`config.mk`:
```
export PLATFORM = sky130hd
export DESIGN_NAME = pc_fetch_unit_flat
export DESIGN_NICKNAME = d
export VERILOG_FILES = /design/src/rtl/fetch_pkg.sv /design/src/rtl/pc_fetch_unit_if.sv /design/src/rtl/fetch_out_buf.sv /design/src/rtl/pc_fetch_unit.sv /design/src/flat_wrapper.sv
export SDC_FILE = /design/constraint.sdc
export NUM_CORES = 1
export LEC_CHECK = 0
export ABC_AREA = 1
export ABC_CLOCK_PERIOD_IN_PS = 2300
export CAP_MARGIN = 20
export CORE_ASPECT_RATIO = 0.9
export CORE_MARGIN = 4
export CORE_UTILIZATION = 40
export CTS_CLUSTER_SIZE = 12
export DETAILED_ROUTE_END_ITERATION = 16
export GPL_TIMING_DRIVEN = 1
export PLACE_DENSITY = 0.73
export SLEW_MARGIN = 40
export SYNTH_ARGS = -nofsm -noshare
export SYNTH_HDL_FRONTEND = slang
export SYNTH_SLANG_ARGS = --single-unit
```
`constraint.sdc`:
```
create_clock -name clk -period 2.3 [get_ports clk]
set_input_delay 0.345 -clock clk [delete_from_list [all_inputs] [get_ports clk]]
set_output_delay 0.345 -clock clk [all_outputs]
set_load 0.05 [all_outputs]
```
`src/rtl/fetch_pkg.sv`:
```
// Shared fetch-path definitions: reset vector, PC step, state encoding
// and the word-alignment mask used for redirect targets.
package fetch_pkg;

    localparam logic [31:0] RESET_VECTOR_DEF = 32'h0000_0000;
    localparam int unsigned PC_STEP_DEF      = 4;
    localparam logic [31:0] WORD_ALIGN_MASK  = 32'hFFFF_FFFC;

    typedef enum logic [1:0] {
        REQ,
        DRAIN,
        HOLD
    } fetch_state_t;

endpackage

```
`src/rtl/pc_fetch_unit_if.sv`:
```
// Instruction-memory fetch handshake: req/addr out, ack/rdata back.
// master = fetch unit, slave = instruction memory.
interface pc_fetch_unit_if;

    logic        imem_req;
    logic [31:0] imem_addr;
    logic        imem_ack;
    logic [31:0] imem_rdata;

    modport master (
        output imem_req,
        output imem_addr,
        input  imem_ack,
        input  imem_rdata
    );

    modport slave (
        input  imem_req,
        input  imem_addr,
        output imem_ack,
        output imem_rdata
    );

endinterface

```
`src/rtl/fetch_out_buf.sv`:
```
// One-entry output buffer towards decode (instr, instr_pc, pc_plus4, valid).
// Ports: clk, reset, load/flush/consume controls, load data, buffered outputs.
module fetch_out_buf (
    input  logic        clk,
    input  logic        reset,
    input  logic        load,
    input  logic        flush,
    input  logic        consume,
    input  logic [31:0] d_instr,
    input  logic [31:0] d_pc,
    input  logic [31:0] d_pc_plus4,
    output logic        instr_valid,
    output logic [31:0] instr,
    output logic [31:0] instr_pc,
    output logic [31:0] pc_plus4
);

    always_ff @(posedge clk) begin
        if (reset) begin
            instr_valid <= 1'b0;
            instr       <= '0;
            instr_pc    <= '0;
            pc_plus4    <= '0;
        end else if (load) begin
            instr_valid <= 1'b1;
            instr       <= d_instr;
            instr_pc    <= d_pc;
            pc_plus4    <= d_pc_plus4;
        end else if (flush || consume) begin
            // Only the valid bit drops; stale data is harmless.
            instr_valid <= 1'b0;
        end
    end

endmodule

```
`src/rtl/pc_fetch_unit.sv`:
```
// PC register and fetch FSM (REQ/DRAIN/HOLD) feeding the decode buffer.
// Ports: clk, reset, redirect_valid/target, stall, imem (master),
// instr_valid/instr/instr_pc/pc_plus4 to decode, misalign_err.
// Macro PC_ALIGN_CHECK_EN: aligns redirect targets, flags sticky misalign_err.
module pc_fetch_unit
    import fetch_pkg::*;
#(
    parameter logic [31:0] RESET_VECTOR = RESET_VECTOR_DEF,
    parameter int unsigned PC_STEP      = PC_STEP_DEF
) (
    input  logic                    clk,
    input  logic                    reset,
    input  logic                    redirect_valid,
    input  logic [31:0]             redirect_target,
    input  logic                    stall,
    pc_fetch_unit_if.master         imem,
    output logic                    instr_valid,
    output logic [31:0]             instr,
    output logic [31:0]             instr_pc,
    output logic [31:0]             pc_plus4,
    output logic                    misalign_err
);

    localparam logic [31:0] STEP = 32'(PC_STEP);

    fetch_state_t state_q, state_d;
    logic [31:0]  pc_q, pc_d;
    logic [31:0]  drain_addr_q, drain_addr_d;
    logic [31:0]  target;
    logic         load, flush, consume, buf_free;

`ifdef PC_ALIGN_CHECK_EN
    assign target = redirect_target & WORD_ALIGN_MASK;

    always_ff @(posedge clk) begin
        if (reset) begin
            misalign_err <= 1'b0;
        end else if (redirect_valid && (redirect_target[1:0] != 2'b00)) begin
            misalign_err <= 1'b1;
        end
    end
`else
    assign target       = redirect_target;
    assign misalign_err = 1'b0;
`endif

    // Decode takes the buffer whenever it is valid and not stalled.
    assign consume  = instr_valid && !stall;
    assign buf_free = !instr_valid || !stall;

    assign imem.imem_req  = !reset && (state_q != HOLD);
    assign imem.imem_addr = (state_q == DRAIN) ? drain_addr_q : pc_q;

    always_ff @(posedge clk) begin
        if (reset) begin
            state_q      <= REQ;
            pc_q         <= RESET_VECTOR;
            drain_addr_q <= RESET_VECTOR;
        end else begin
            state_q      <= state_d;
            pc_q         <= pc_d;
            drain_addr_q <= drain_addr_d;
        end
    end

    always_comb begin
        state_d      = state_q;
        pc_d         = pc_q;
        drain_addr_d = drain_addr_q;
        load         = 1'b0;
        flush        = 1'b0;
        unique case (state_q)
            REQ: begin
                if (redirect_valid) begin
                    pc_d  = target;
                    flush = 1'b1;
                    // An outstanding request must still complete.
                    if (!imem.imem_ack) begin
                        state_d      = DRAIN;
                        drain_addr_d = pc_q;
                    end
                end else if (imem.imem_ack) begin
                    // A stalled entry is never overwritten: the word is
                    // dropped and refetched from the unchanged pc.
                    load = buf_free;
                    if (buf_free) begin
                        pc_d = pc_q + STEP;
                    end
                    state_d = stall ? HOLD : REQ;
                end
            end
            DRAIN: begin
                if (redirect_valid) begin
                    pc_d = target;
                end
                if (imem.imem_ack) begin
                    state_d = REQ;
                end
            end
            HOLD: begin
                if (redirect_valid) begin
                    pc_d    = target;
                    flush   = 1'b1;
                    state_d = REQ;
                end else if (!stall) begin
                    state_d = REQ;
                end
            end
            default: state_d = REQ;
        endcase
    end

    fetch_out_buf u_out_buf (
        .clk         (clk),
        .reset       (reset),
        .load        (load),
        .flush       (flush),
        .consume     (consume),
        .d_instr     (imem.imem_rdata),
        .d_pc        (pc_q),
        .d_pc_plus4  (pc_q + STEP),
        .instr_valid (instr_valid),
        .instr       (instr),
        .instr_pc    (instr_pc),
        .pc_plus4    (pc_plus4)
    );

endmodule

```
`src/flat_wrapper.sv`:
```
// flat-port wrapper written by rule: the top's interface ports become plain ports
module pc_fetch_unit_flat import fetch_pkg::*;
#(
    parameter logic [31:0] RESET_VECTOR = RESET_VECTOR_DEF,
    parameter int unsigned PC_STEP      = PC_STEP_DEF
)
  (clk, reset, redirect_valid, redirect_target, stall, instr_valid, instr, instr_pc, pc_plus4, misalign_err, imem_imem_req, imem_imem_addr, imem_imem_ack, imem_imem_rdata);
  pc_fetch_unit_if imem_i ();
  input  logic clk;
  input  logic reset;
  input  logic redirect_valid;
  input  logic [31:0] redirect_target;
  input  logic stall;
  output logic instr_valid;
  output logic [31:0] instr;
  output logic [31:0] instr_pc;
  output logic [31:0] pc_plus4;
  output logic misalign_err;
  output wire logic [$bits(imem_i.imem_req)-1:0] imem_imem_req;
  output wire logic [$bits(imem_i.imem_addr)-1:0] imem_imem_addr;
  input wire logic [$bits(imem_i.imem_ack)-1:0] imem_imem_ack;
  input wire logic [$bits(imem_i.imem_rdata)-1:0] imem_imem_rdata;
  assign imem_imem_req = imem_i.imem_req;
  assign imem_imem_addr = imem_i.imem_addr;
  assign imem_i.imem_ack = imem_imem_ack;
  assign imem_i.imem_rdata = imem_imem_rdata;
  pc_fetch_unit #(.RESET_VECTOR(RESET_VECTOR), .PC_STEP(PC_STEP)) u_core (.clk(clk), .reset(reset), .redirect_valid(redirect_valid), .redirect_target(redirect_target), .stall(stall), .imem(imem_i), .instr_valid(instr_valid), .instr(instr), .instr_pc(instr_pc), .pc_plus4(pc_plus4), .misalign_err(misalign_err));
endmodule
```
==> results of run 1 <==
==> placed cells by master, fill, tap and decap left out, drive strengths merged <==
cell type      synthesis  layout
a211oi                 1       1
a21o                   1       1
a21oi                130     130
a31oi                  1       1
and2                   1       1
buf                   34      47
bufinv                 0       2
clkbuf                31      21
clkdlybuf4s50          0     165
clkinv                 0       8
clkinvlp               0       2
conb                   1       1
dfxtp                161     161
ha                     5       5
inv                   80      79
nand2                202     202
nand3                 18      18
nand4                  1       1
nor2                 161     161
nor3                   2       2
o21ai                168     168
xnor2                  1       1
xor2                  14      14
==> power breakdown <==
| group | leakage [uW] | total [uW] | switching (uW) | internal, uW |
|---|---|---|---|---|
| clock | 0.000276 | 2720 | 1100 | 1620 |
| combinational | 0.00255 | 2920 | 1850 | 1070 |
| sequential | 0.00133 | 3280 | 194 | 3080 |
==> state kept, by name (all words and copies together) (netlist names) <==
name / count
u_core.drain_addr_q: 32
u_core.state_q: 2
u_core.u_out_buf.instr: 32
u_core.u_out_buf.instr_valid: 1
u_core.u_out_buf.instr_pc: 32
u_core.u_out_buf.pc_plus4: 30
u_core.pc_q: 32
==> through the flow <==
| step | power (uW) | cells | setup slack [ns] | TNS (ns) | area [um^2] |
|---|---|---|---|---|---|
| 3_5_place_dp | 6250 | 1395 | 0.266 | 0 | 9630 |
| 2_1_floorplan | 5060 | 1013 | -0.105 | -1.75 | 7100 |
| 5_1_grt | 9350 | 1427 | 0.00683 | 0 | 10200 |
| 4_1_cts | 8980 | 1427 | 0.0537 | 0 | 10200 |
| 3_3_place_gp | 6220 | 1395 | 0.324 | 0 | 9630 |
| 6_report | 8910 | 1427 | 0.0909 | 0 | 10200 |
==> worst reg2reg max path, cell delays in order, from the launching register on <==
cell     delay [ns]
dfxtp_1        0.39
inv_1          0.08
ha_1           0.33
nor2_2         0.06
inv_2          0.46
nand2_1        0.12
o21ai_1        0.12
o21ai_0        0.14
a21oi_1        0.19
==> routing by layer <==
layer | up-vias | share of wire, % | track usage (%)
met5 | - | 0 | 0
met4 | 0 | 1.9 | 6.67
met3 | 22 | 7.2 | 6.28
met2 | 201 | 48 | 34.2
met1 | 3130 | 43 | 27.0
li1 | 3592 | - | -
==> logic make-up after synthesis <==
group | count (synthesis) | share of synthesized area (%)
other | 1 | 0.0528
xor gates and xnor gates | 15 | 2.06
adders and majority gates | 5 | 0.881
DFF | 161 | 45.4
and+or+nand+nor | 385 | 21.9
AOI/OAI and AO/OA | 301 | 21.3
buffers and inverters | 145 | 8.47
==> worst paths after layout <==
path                            slack [ns]  cells past startpoint                                 endpoint
worst max-delay path                  0.09                      5                       imem_imem_addr[16]
worst min-delay path                  0.48                      2  u_core.u_out_buf.instr[14]$_SDFFE_PP0P_
worst max register to register        0.33                      8              u_core.pc_q[2]$_SDFFE_PP0P_
worst min register to register        0.48                      2  u_core.u_out_buf.instr[14]$_SDFFE_PP0P_
==> layout make-up <==
type	instances	area [um^2]
fillers	1543	6980
multi-input cells	707	3290
flip-flops and latches	161	3220
repair buffers	212	2520
clock buffers	21	450
inverters	80	304
well taps	235	294
clock inverters	11	114
==> metrics.txt, run 1 <==
fin nets 1253; Post-Syn Area 7100 um^2; # port buffers 198; Max Slew Vio Count 0; Worst-path clk slew 0.06 ns; Cell Chain, Critical Path inv_1, ha_2, buf_4, o21ai_0, buf_12; Die Wd 148 um; vias in the first global route 6464; area fraction of the dominant cell type after synthesis 45.4%; Post-Syn Nets 1087; crit end category primary output; GR Overflow Total 0; Setup crit start kind flop; Core ar. 17200 um^2; Num CTS Buffers 17; RSZ-0062 raised after global routing false; Routed WL 21.1 mm; DIE AREA 20000 um^2; headroom to the max-slew limit 56.0%; sequential element share of the synthesized area 45.4%; CP startpoint u_core.state_q[1]$_SDFFE_PP0P_; WL per Instance 14.8 um; DRT antenna net count 0; Rows 45; most common flop cell mapped by yosys dfxtp_1; Post-synth EDFFs 0; crit path time final 2.21 ns; Max Freq 453 MHz; Critical Path AT 1.86 ns; CTS max path bufs 2; Worst-Margin Slew 0.658 ns; Crit path max-delay family buffers and inverters; Required @ worst endpoint 1.96 ns; initial antenna violation count 0; # Post-CTS Setup Buffers 0; final hold vios 0; Synth area leaders dfxtp_1 (45%), o21ai_0 (11%), nand2_1 (10%), a21oi_1 (9.2%), nor2_1 (7.9%); share of cells above drive strength 1 8.56%; DR DRC count 0; Period Utilization, post-route 96.0%; share of synthesized registers carrying an async set or reset 0%; # IOs 200; clk root buf clkbuf_16; latest clock arrival within the worst-skew pair 0.42 ns; CP max stage delay 0.38 ns; max_cap viols 0; GRT Util Overall 21.1%; antenna cell count 0; gpl congestion 0.911; cell leakage power 0.00415 uW; worst-path fanout max 39; worst min path class reg2reg; status finished clean; H-Tree Depth 4; synth cell count leaders nand2_1 (198), dfxtp_1 (161), o21ai_0 (159); Yosys cell types 27; Setup CP Type reg2out; DRT iter0 DRCs 563; global-route wire length before repair 33.8 mm; Mapped Avg Cell Area 7.01 um^2; Synth Instances 1013; DIE HEIGHT 134 um; Synth Warn # 0; via count 6945; largest net degree at the start of global routing 100; biggest area consumer among synthesized cells dfxtp_1; Via density 4.87; buffers and inverters on the worst path 3; flops & latches, synth 161; Detailed Place HPWL 15.2 mm; slowest CP cell dfxtp_1; Initial Util 41.4%; count of cells resized by post-cts repair 1; reg2reg start u_core.state_q[0]$_SDFFE_PP0P_; TritonCTS clock tree built; Max Clock Skew 0.00628 ns; Min Hold Slack 0.479 ns; pwr dens 874 nW/um^2; Finished Core Util 59.4%; final setup fails 0; Worst Hold Launch u_core.u_out_buf.instr[14]$_SDFFE_PP0P_; area grow syn2layout 43.5%; hold buffer count at cts 0; Pre-antenna DRT Iters 6; most numerous cell in the Yosys netlist nand2_1; Peak VDD IR 0.000560 V; clock sink total 161
No activity file was read; power rests on OpenSTA's default activity.
==> run 2: changes to the inputs <==
Settings changed: PLACE_DENSITY 0.73 to 0.72, SYNTH_HIERARCHICAL from default to 1.
==> run 2 against run 1 <==
- clock power is 6% higher
- non-clock buffer count is 4 higher
- combinational power fell by 20%
- synthesized cell count grew 2.9%
- register-to-register slack improved by 0.04 ns
- count of clock-buffer cells in the layout decreased by 1
- first-iteration DRC count shrank 10%
- flip-flop and latch count grew 2
- routed wire length increased by 4.6%
- sequential share of layout area up 0.71 points
- critical path type unchanged
- largest cell class unchanged
- highest routed layer unchanged
==> metrics.txt, run 2 <==
global-route wire length before repair 35.3 mm; area of the multi-input gates 3410 um^2; Rows 46; buffers and inverters on the worst path 3; Routed WL 22.1 mm; sequential element share of the synthesized area 44.9%; DIE AREA 20400 um^2; via count 7169; Required @ worst endpoint 1.96 ns; WL per Instance 15.1 um; Detailed Place HPWL 16.2 mm; fin nets 1289; headroom to the max-slew limit 61.3%; Synth area leaders dfxtp_1 (45%), nand2_1 (18%), a21oi_1 (12%), o21ai_0 (4.7%), nor2_1 (4.4%); Post-Syn Nets 1115; latest clock arrival within the worst-skew pair 0.42 ns; Setup crit start kind flop; clock sink total 163; final setup fails 0; Synth Warn # 6; CP max stage delay 0.42 ns; gpl congestion 0.879; # Post-CTS Setup Buffers 0; pwr dens 840 nW/um^2; share of cells above drive strength 1 8.87%; cell leakage power 0.00383 uW; Post-synth EDFFs 0; DRT antenna net count 0; DR DRC count 0; initial antenna violation count 0; Crit path max-delay family buffers and inverters; CTS max path bufs 2; Critical Path AT 1.86 ns; max_cap viols 0; Worst-Margin Slew 0.578 ns; clk root buf clkbuf_16; GRT Util Overall 21.7%; reg2reg start u_core/state_q[0]$_SDFFE_PP0P_; Max Freq 454 MHz; Pre-antenna DRT Iters 7; Yosys cell types 26; # fillers 1750; Max Clock Skew 0.00902 ns; H-Tree Depth 4; crit end category primary output; worst min path class in2reg; worst-path fanout max 56; Setup CP Type reg2out; commonest non-fill, non-tap cell in the layout nand2_1; Core ar. 17700 um^2; most common flop cell mapped by yosys dfxtp_1; Post-Syn Area 7270 um^2; share of synthesized registers carrying an async set or reset 0%; largest net degree at the start of global routing 117; TritonCTS clock tree built; hold buffer count at cts 0; Die Wd 150 um; RSZ-0062 raised after global routing false; Synth Instances 1042; biggest area consumer among synthesized cells dfxtp_1; slowest CP cell o21ai_0; final hold vios 0; vias in the first global route 6667; area grow syn2layout 38.8%; Reg area 3260 um^2; synth cell count leaders nand2_1 (350), a21oi_1 (175), dfxtp_1 (163); Period Utilization, post-route 95.7%; crit path time final 2.20 ns; flops & latches, synth 163; Cell Chain, Critical Path inv_1, ha_1, buf_12, o21ai_0, buf_12; Initial Util 41.0%; most frequent cells in the layout nand2_1 (350), a21oi_1 (175), clkdlybuf4s50_1 (164); Worst Hold Launch reset; Worst-path clk slew 0.07 ns; Mapped Avg Cell Area 6.98 um^2; # port buffers 198; area fraction of the dominant cell type after synthesis 44.9%; Via density 4.88; Num CTS Buffers 17; status finished clean; CP startpoint u_core/state_q[1]$_SDFFE_PP0P_; antenna cell count 0; most used cell, CP buf_12; Min Hold Slack 0.218 ns; DRT iter0 DRCs 506; most numerous cell in the Yosys netlist nand2_1; Max Slew Vio Count 0; Setup TNS 0 ns; Peak VDD IR 0.000538 V; Final Power 8480 uW; # IOs 200; DIE HEIGHT 136 um; R2R setup slack 0.37 ns; GR Overflow Total 0
==> run 2: cell types whose count changed after synthesis, sizes merged, moves of 2 or more <==
cell    delta
nor2      -65
a21oi     +45
o21ai     -99
and2       +4
inv       -10
nand3      +2
nor3       +4
nand2    +151
clkbuf     -5
clkinv     +2
dfxtp      +2
==> run 2: final cells by class <==
cell class | instances | area share, %
multi-input cells | 746 | 33.8
well taps | 240 | 2.97
clock buffers | 20 | 4.62
clock inverters | 12 | 1.41
repair buffers | 216 | 22.1
flip-flops and latches | 163 | 32.3
inverters | 72 | 2.73
==> run 2: logic make-up after synthesis <==
logic type / synth area share [%]
flops: 44.9
simple gates: 26.6
other cells: 0.0516
buf+inv: 8.39
fa+ha+maj: 0.688
compound gates: 17.1
xor+xnor: 2.32
==> run 2: per-layer routing <==
| metal | wire length (um) | GRT usage, % | share of wire, % | vias up |
|---|---|---|---|---|
| met5 | 0 | 0 | 0 | - |
| li1 | - | - | - | 3659 |
| met2 | 10400 | 36.0 | 47 | 218 |
| met3 | 1710 | 6.80 | 7.7 | 14 |
| met4 | 167 | 3.61 | 0.75 | 0 |
| met1 | 9850 | 28.3 | 45 | 3278 |
==> run 2: stage by stage <==
| stage | area, um^2 | util, % | worst slack [ns] | cells |
|---|---|---|---|---|
| after detailed placement | 9480 | 53.5 | 0.152 | 1437 |
| after floorplan | 7270 | - | -0.0355 | 1042 |
| after global placement | 9480 | 53.5 | 0.247 | 1437 |
| after CTS | 10100 | 56.9 | 0.0520 | 1469 |
| final | 10100 | 56.9 | 0.0980 | 1469 |
| after global routing | 10100 | 56.9 | 0.0337 | 1469 |
==> run 2: report_power, final <==
group,internal (uW),switching [uW],total (uW)
Sequential,3050,216,3260
Clock,1700,1190,2890
Combinational,798,1530,2330
Total,5550,2930,8480
==> run 2: final timing paths <==
kind                                                  end  depth (start not counted)
hold reg to reg   u_core/u_out_buf/instr[26]$_SDFFE_PP0P_                          2
hold / removal               u_core/pc_q[28]$_SDFFE_PP0P_                          2
setup reg to reg             u_core/pc_q[22]$_SDFFE_PP0P_                          8
setup / recovery                       imem_imem_addr[10]                          5
==> run 2: what timing repair did <==
item,CTS,global route
gates cloned,0,0
setup endpoints to repair,9,4
pin swaps,0,0
hold endpoints to repair,0,0
resized for setup,1,1
==> run 3: changes to the inputs <==
Settings changed: CORE_UTILIZATION 40 to 48, PLACE_DENSITY 0.72 to 0.84.
==> run 3 against run 2 <==
- via count up 1.7%
- setup slack better by 0.020 ns
- non-clock buffer count down 1
- power down 0.26%
- fmax up 0.92%
- largest power group unchanged
- highest routed layer unchanged
==> metrics.txt, run 3 (synthesis gave the netlist of run 2 again) <==
status finished clean; share of cells above drive strength 1 8.63%; CTS max path bufs 2; headroom to the max-slew limit 60.7%; most frequent cells in the layout nand2_1 (350), a21oi_1 (175), clkdlybuf4s50_1 (164); DIE HEIGHT 125 um; crit path time final 2.18 ns; Required @ worst endpoint 1.96 ns; Setup CP Type reg2out; WL per Instance 15.3 um; clock sink total 163; Period Utilization, post-route 94.9%; antenna cell count 0; max_cap viols 0; Peak VDD IR 0.000528 V; Rows 42; Via density 5.11; hold buffer count at cts 0; GRT Util Overall 24.9%; Final Power 8460 uW; via count 7291; Routed WL 21.8 mm; DRT iter0 DRCs 536; pwr dens 842 nW/um^2; latest clock arrival within the worst-skew pair 0.42 ns; DRT antenna net count 0; crit end category primary output; TritonCTS clock tree built; Setup crit start kind flop; Finished Core Util 68.1%; gpl congestion 0.911; # IOs 200; DR DRC count 0; worst-path fanout max 56; Pre-antenna DRT Iters 6; GR Overflow Total 0; global-route wire length before repair 34.4 mm; Worst-path clk slew 0.06 ns; Initial Util 49.3%; Core ar. 14800 um^2; largest net degree at the start of global routing 126; Die Wd 138 um; cell leakage power 0.00383 uW; # Post-CTS Setup Buffers 0; vias in the first global route 6897; slack of the critical path 0.118 ns; RSZ-0062 raised after global routing false; Critical Path AT 1.84 ns; Max Freq 458 MHz; final hold vios 0; area grow syn2layout 38.2%; commonest non-fill, non-tap cell in the layout nand2_1; count of cells resized by post-cts repair 3; DP Worst Slack 0.106 ns; Num CTS Buffers 17; final setup fails 0; Detailed Place HPWL 15.5 mm; Worst-Margin Slew 0.590 ns; clk root buf clkbuf_16; Max Slew Vio Count 0; fin nets 1288; initial antenna violation count 0; Max Clock Skew 0.00862 ns; # port buffers 198; H-Tree Depth 4; # fillers 1247; worst min path class reg2reg; DIE AREA 17200 um^2
[run 3: power by group]
part / leakage [uW] / switching, uW / internal [uW]
clock: 0.000289 / 1150 / 1690
combinational: 0.00221 / 1550 / 813
sequential: 0.00133 / 211 / 3050
[run 3: layout make-up]
| cell class | instances | area [um^2] | area share [%] |
|---|---|---|---|
| repair buffers | 215 | 2250 | 22.4 |
| clock buffers | 21 | 470 | 4.68 |
| inverters | 72 | 275 | 2.74 |
| clock inverters | 11 | 129 | 1.28 |
| flip-flops and latches | 163 | 3260 | 32.5 |
| well taps | 198 | 248 | 2.46 |
| multi-input cells | 746 | 3410 | 34.0 |
[run 3: final timing paths]
kind,slack (ns),depth (start not counted),end,from
max,0.12,7,imem_imem_addr[15],u_core/state_q[1]$_SDFFE_PP0P_
min,0.46,2,u_core/u_out_buf/instr[1]$_SDFFE_PP0P_,u_core/u_out_buf/instr[1]$_SDFFE_PP0P_
max reg2reg,0.25,7,u_core/pc_q[26]$_SDFFE_PP0P_,u_core/state_q[0]$_SDFFE_PP0P_
min reg2reg,0.46,2,u_core/u_out_buf/instr[1]$_SDFFE_PP0P_,u_core/u_out_buf/instr[1]$_SDFFE_PP0P_
[run 3: routing by layer]
layer / part of all wire (%) / GRT usage [%]
met5: 0 / 0
met4: 2.1 / 7.90
met3: 9.4 / 6.83
met2: 47 / 40.3
met1: 42 / 32.1
[run 3: through the flow]
step	hold WS, ns	instance area, um^2	instances	TNS (ns)
2_1_floorplan	0.445	7270	1042	-0.284
3_3_place_gp	0.447	9450	1394	0
3_5_place_dp	0.451	9450	1394	0
4_1_cts	0.461	10000	1426	0
5_1_grt	0.468	10100	1426	0
6_report	0.458	10100	1426	0
[run 3: worst max-delay path: stages (launching register included)]
cell and delay, ns:
dfxtp_1 0.33, inv_1 0.08, ha_1 0.22, buf_12 0.20, inv_4 0.13, nand2_1 0.08, nand2_1 0.14, buf_4 0.22
==> patch 1 (settings of run 3) <==
The 3 states of `fetch_state_t` get a one-hot encoding in 3 bits.
--- a/src/rtl/fetch_pkg.sv
+++ b/src/rtl/fetch_pkg.sv
@@ -6,10 +6,10 @@
     localparam int unsigned PC_STEP_DEF      = 4;
     localparam logic [31:0] WORD_ALIGN_MASK  = 32'hFFFF_FFFC;
 
-    typedef enum logic [1:0] {
-        REQ,
-        DRAIN,
-        HOLD
+    typedef enum logic [2:0] {
+        REQ   = 3'b001,
+        DRAIN = 3'b010,
+        HOLD  = 3'b100
     } fetch_state_t;
 
 endpackage
Check against the original RTL: same outputs for any inputs over 4 cycles, from zero or initial values and one cycle with reset high; so few cycles prove little.
==> patch 1 against run 3 <==
Sequential share of layout area shrank 1.1 points; area after synthesis is 2.7% higher; final area grew 4.0%; utilization is 1.7 points higher; worst setup slack improved by 24 ps; sequential cell count increased by 1; routed wire length rose by 2.4%; total power rose by 1.7%; maximum frequency increased by 1.1%; critical path type unchanged; non-clock buffer count is 1 lower; worst hold slack lost 95 ps; global-route usage down 0.14 points.
==> patch 1: results (changes against run 3) <==
[synth]
synth_adder_area_share_pct=0.1674  ; -0.52 points
synth.area.top_cells=dfxtp_1, nand2_1, a21oi_1
synth_compound_area_share_pct=15.87  ; -1.2 points
synth_nets=1157  ; +3.8%
ys_seq_area_share_pct=43.94  ; -0.92 points
ys_types=27  ; +3.8%

[timing]
fin_ws_ps=141.8  ; +23.90 ps
fin_skew_ps=7.256  ; -1.368 ps

[worst_hold_path]
min_path_type=in2reg

[setup_path]
crit_arrival_ps=1810  ; -30 ps
crit_path_end=imem_imem_addr[2]
startpoint=u_core/state_q[0]
r2r_slack_ps=410  ; +160 ps
cp_slowest_stage_delay_ps=380  ; +50 ps
r2r_start=u_core/pc_q[2]

[detailed_routing]
drt-initial-drc-count=633  ; +18%
wl_um=22310  ; +2.4%
drtPass1Iterations=5  ; -1
vias=7632  ; +4.7%

[placement]
gp_congestion=0.8943  ; -1.9%
dpl.hpwl_um=15460  ; -0.17%

[status]
status=complete, no violations

[pwr]
p_leak_uw=0.004100  ; +7.1%
ir_drop_uv=576.6  ; +9.1%

[global_routing]
grtUsageTotal_pct=24.75  ; -0.14 points

patch 1: changes by cell type in the layout (fill, tap and decap cells not counted), sizes merged, moves of 3 or more:
cell           run 3  this run
inv               71        58
clkinv             8         2
nor2              96        80
nor3               6         0
nand3             20        35
or2                1         4
nand2            353       429
ha                 4         1
clkbuf            21        24
a21oi            175       167
xor2              15         7
patch 1: area by class of cell:
type,instances,share of cell area [%]
Inverter,58,2.154
Clock buffer,24,4.704
Tap cell,198,2.370
Timing Repair Buffer,214,23.76
Clock inverter,8,1.173
Sequential cell,164,31.41
Multi-Input combinational cell,801,34.43
patch 1: what timing repair did:
action                     CTS  global route
gates resized for setup      3             5
cloned                       0             0
hold buffers                 0             0
setup endpoints to repair    3            24
setup buffers                0             0
patch 1: kinds of logic after synthesis:
| family | after synthesis |
|---|---|
| other | 1 |
| adders and majority gates | 1 |
| and+or+nand+nor | 554 |
| AOI/OAI and AO/OA | 237 |
| DFF | 164 |
| xor gates and xnor gates | 8 |
| buffers and inverters | 122 |
patch 1: per-layer routing:
| layer | GRT usage [%] | vias up | part of all wire, % |
|---|---|---|---|
| met2 | 40.25 | 270 | 47 |
| li1 | - | 3786 | - |
| met4 | 8.343 | 0 | 1.9 |
| met1 | 32.52 | 3546 | 43 |
| met5 | 0 | - | 0 |
| met3 | 5.947 | 30 | 7.7 |
patch 1: how the worst min path moves through the flow:
| stage | startpoint | end | slack (ps) | depth (start not counted) |
|---|---|---|---|---|
| detailed placement | u_core/u_out_buf/pc_plus4[8] | u_core/u_out_buf/pc_plus4[8] | 450 | 2 |
| finish | reset | u_core/pc_q[31] | 360 | 4 |
| floorplan | reset | u_core/state_q[1] | 410 | 1 |
| global placement | u_core/u_out_buf/instr[26] | u_core/u_out_buf/instr[26] | 450 | 2 |
| CTS | reset | u_core/pc_q[31] | 350 | 4 |
| global route | reset | u_core/pc_q[31] | 380 | 4 |
patch 1: critical path: cells and delay by family (launching register included):
family                 cells  cell delay (ps)
buffers and inverters      4              530
and+or+nand+nor            1              130
AOI/OAI and AO/OA          1              380
DFF                        1              340
patch 1: power groups by stage:
stage / Clock (uW) / Combinational, uW / Sequential [uW]
floorplan: 0 / 1170 / 3550
global placement: 0 / 2320 / 3330
detailed placement: 0 / 2350 / 3340
CTS: 2980 / 2370 / 3280
global route: 3100 / 2530 / 3310
finish: 2950 / 2370 / 3280
patch 1: stage by stage:
stage                     instances  setup TNS, ps  utilization [%]
after floorplan                1087         -286.9                -
after global placement         1435              0            65.61
after detailed placement       1435              0            65.62
after CTS                      1467              0            69.72
after global routing           1467              0            69.80
final                          1467              0            69.80
==> patch 2 (flow settings as in run 3) <==
Made on the original files. Add a define of `PC_ALIGN_CHECK_EN`.
--- a/src/rtl/pc_fetch_unit.sv
+++ b/src/rtl/pc_fetch_unit.sv
@@ -2,6 +2,8 @@
 // Ports: clk, reset, redirect_valid/target, stall, imem (master),
 // instr_valid/instr/instr_pc/pc_plus4 to decode, misalign_err.
 // Macro PC_ALIGN_CHECK_EN: aligns redirect targets, flags sticky misalign_err.
+`define PC_ALIGN_CHECK_EN
+
 module pc_fetch_unit
     import fetch_pkg::*;
 #(
Check against the original RTL: not equivalent (a bounded check fails within 4 cycles, from zero or initial values and one cycle with reset high).
==> patch 2 against run 3 <==
Worst setup slack got worse by 68 ps; sequential cell count decreased by 3; sequential share of layout area decreased by 0.48 points; final area decreased by 0.36%; non-clock buffer count increased by 10; total power increased by 14%; count of clock-buffer cells in the layout decreased by 1; area after synthesis decreased by 2.9%; routed wire length increased by 2.6%; global-route usage increased by 1.2 points; highest routed layer unchanged.
==> patch 2: results (changes against run 3) <==
[synth]
ys_seq_area_share_pct=45.37  ; +0.51 points
synthArstFlopShare_pct=0  ; unchanged
yosys_warnings=6  ; unchanged
synth_common_cells=nand2_1, a21oi_1, dfxtp_1, o21ai_0, nor2_1
avgSynthCellArea_um2=7.032  ; +0.73%
ys_types=26  ; unchanged
synth.area.top_cells=dfxtp_1, nand2_1, a21oi_1

[setup_path]
crit_arrival_ps=1900  ; +60 ps
startpoint=u_core/state_q[1]
cp_slowest_stage_delay_ps=480  ; +150 ps
path_delay_family=compound AO/OA/AOI/OAI gates
slowest_stage=o21ai_0
worstPathMaxFanout=26  ; -54%
r2r_slack_ps=290  ; +40 ps
r2r_start=u_core/state_q[0]

[global_routing]
grt_pass1_wl_um=34960  ; +1.5%
grt_pass1_vias=6971  ; +1.1%
grtUsageTotal_pct=26.14  ; +1.2 points
grt_max_degree=57  ; -55%
antenna_found_initial=0  ; unchanged

[detailed_routing]
wl_per_cell_um=16.04  ; +5.0%
wl_um=22360  ; +2.6%
drt-initial-drc-count=636  ; +19%
ant_nets=0  ; unchanged
vias=7359  ; +0.93%
drtPass1Iterations=5  ; -1

[pwr]
p_switching_uw=3418  ; +17%
p_leak_uw=0.003812  ; -0.47%
ir_drop_uv=608.0  ; +15%

[clock_tree]
clock_latency_ps=420  ; about the same
path_clk_slew_ps=60  ; about the same
cts-root-buf=clkbuf_16
cts_buffers=17  ; unchanged
clk_path_buf_depth=2  ; unchanged
cts.htree.levels=4  ; unchanged

[finish]
biggestRegsByFlops=u_core/u_out_buf/instr (32), u_core/u_out_buf/instr_pc (32), u_core/u_out_buf/pc_plus4 (32)
layout.nets=1262  ; -2.0%
fill_cells=1140  ; -8.6%
drive_above_1_share_pct=9.492  ; +0.86 points
antennaDiodeCount=0  ; unchanged

[placement]
gp_congestion=0.9063  ; -0.54%
post-place-cells=1360  ; -2.4%
port_buffers=197  ; -0.51%
dpl.hpwl_um=15590  ; +0.65%

[worst_hold_path]
min_path_type=in2reg
hp-start=reset

[timing]
tightestPinTransition_ps=576.5  ; -13.75 ps
fin_skew_ps=9.332  ; +0.7080 ps

[status]
status=complete, no violations

==> patch 2: cell families after synthesis <==
logic type / synth area share (%)
xor gates and xnor gates: 2.073
DFF: 45.37
AOI/OAI and AO/OA: 18.71
adders and majority gates: 0.7089
other: 0.05311
buffers and inverters: 7.461
and+or+nand+nor: 25.62
==> patch 2: per-layer routing <==
| layer | vias to the layer above | track usage (%) | wire length (um) |
|---|---|---|---|
| met5 | - | 0 | 0 |
| met4 | 0 | 8.375 | 452 |
| met3 | 35 | 5.655 | 1788 |
| met2 | 351 | 43.53 | 10630 |
| met1 | 3391 | 34.07 | 9482 |
| li1 | 3582 | - | - |
==> patch 2: path summary, 6_finish.rpt <==
check	to	depth (start not counted)
setup / recovery	imem_imem_addr[10]	5
hold / removal	u_core/u_out_buf/instr_pc[31]	2
setup reg to reg	u_core/pc_q[11]	8
hold reg to reg	u_core/u_out_buf/pc_plus4[31]	2
==> patch 2: final cells by class <==
| class | instances | area (um2) | share of cell area, % |
|---|---|---|---|
| multi-input cells | 739 | 3372 | 33.67 |
| flip-flops and latches | 160 | 3203 | 31.98 |
| repair buffers | 225 | 2357 | 23.54 |
| clock buffers | 20 | 446.7 | 4.460 |
| well taps | 193 | 241.5 | 2.411 |
| clock inverters | 11 | 211.5 | 2.111 |
| inverters | 45 | 175.2 | 1.749 |
| repair inverters | 1 | 7.507 | 0.07496 |
==> patch 2: power groups by stage <==
stage	Combinational, uW	Clock, uW	Sequential [uW]
after CTS	3060	3200	3350
after global routing	3310	3320	3410
after global placement	2990	0	3410
after detailed placement	3030	0	3410
final	3110	3160	3370
after floorplan	1560	0	3690
==> patch 2: stage by stage <==
stage | hold slack (ps) | area (um2) | total power [uW] | worst slack, ps
after floorplan | 414.1 | 7079 | 5248 | 1.528
after global placement | 438.3 | 9300 | 6400 | 226.5
after detailed placement | 453.5 | 9300 | 6443 | 138.7
after CTS | 284.8 | 9970 | 9619 | 5.967
after global routing | 307.1 | 10010 | 10040 | 30.74
final | 299.6 | 10010 | 9629 | 50.34
==> patch 2: what timing repair did <==
item / CTS / global route
hold buffers: 0 / 0
setup buffers: 1 / 0
gates resized for setup: 1 / 3
cloned: 0 / 2
pin swaps: 0 / 0
setup endpoints to repair: 9 / 14
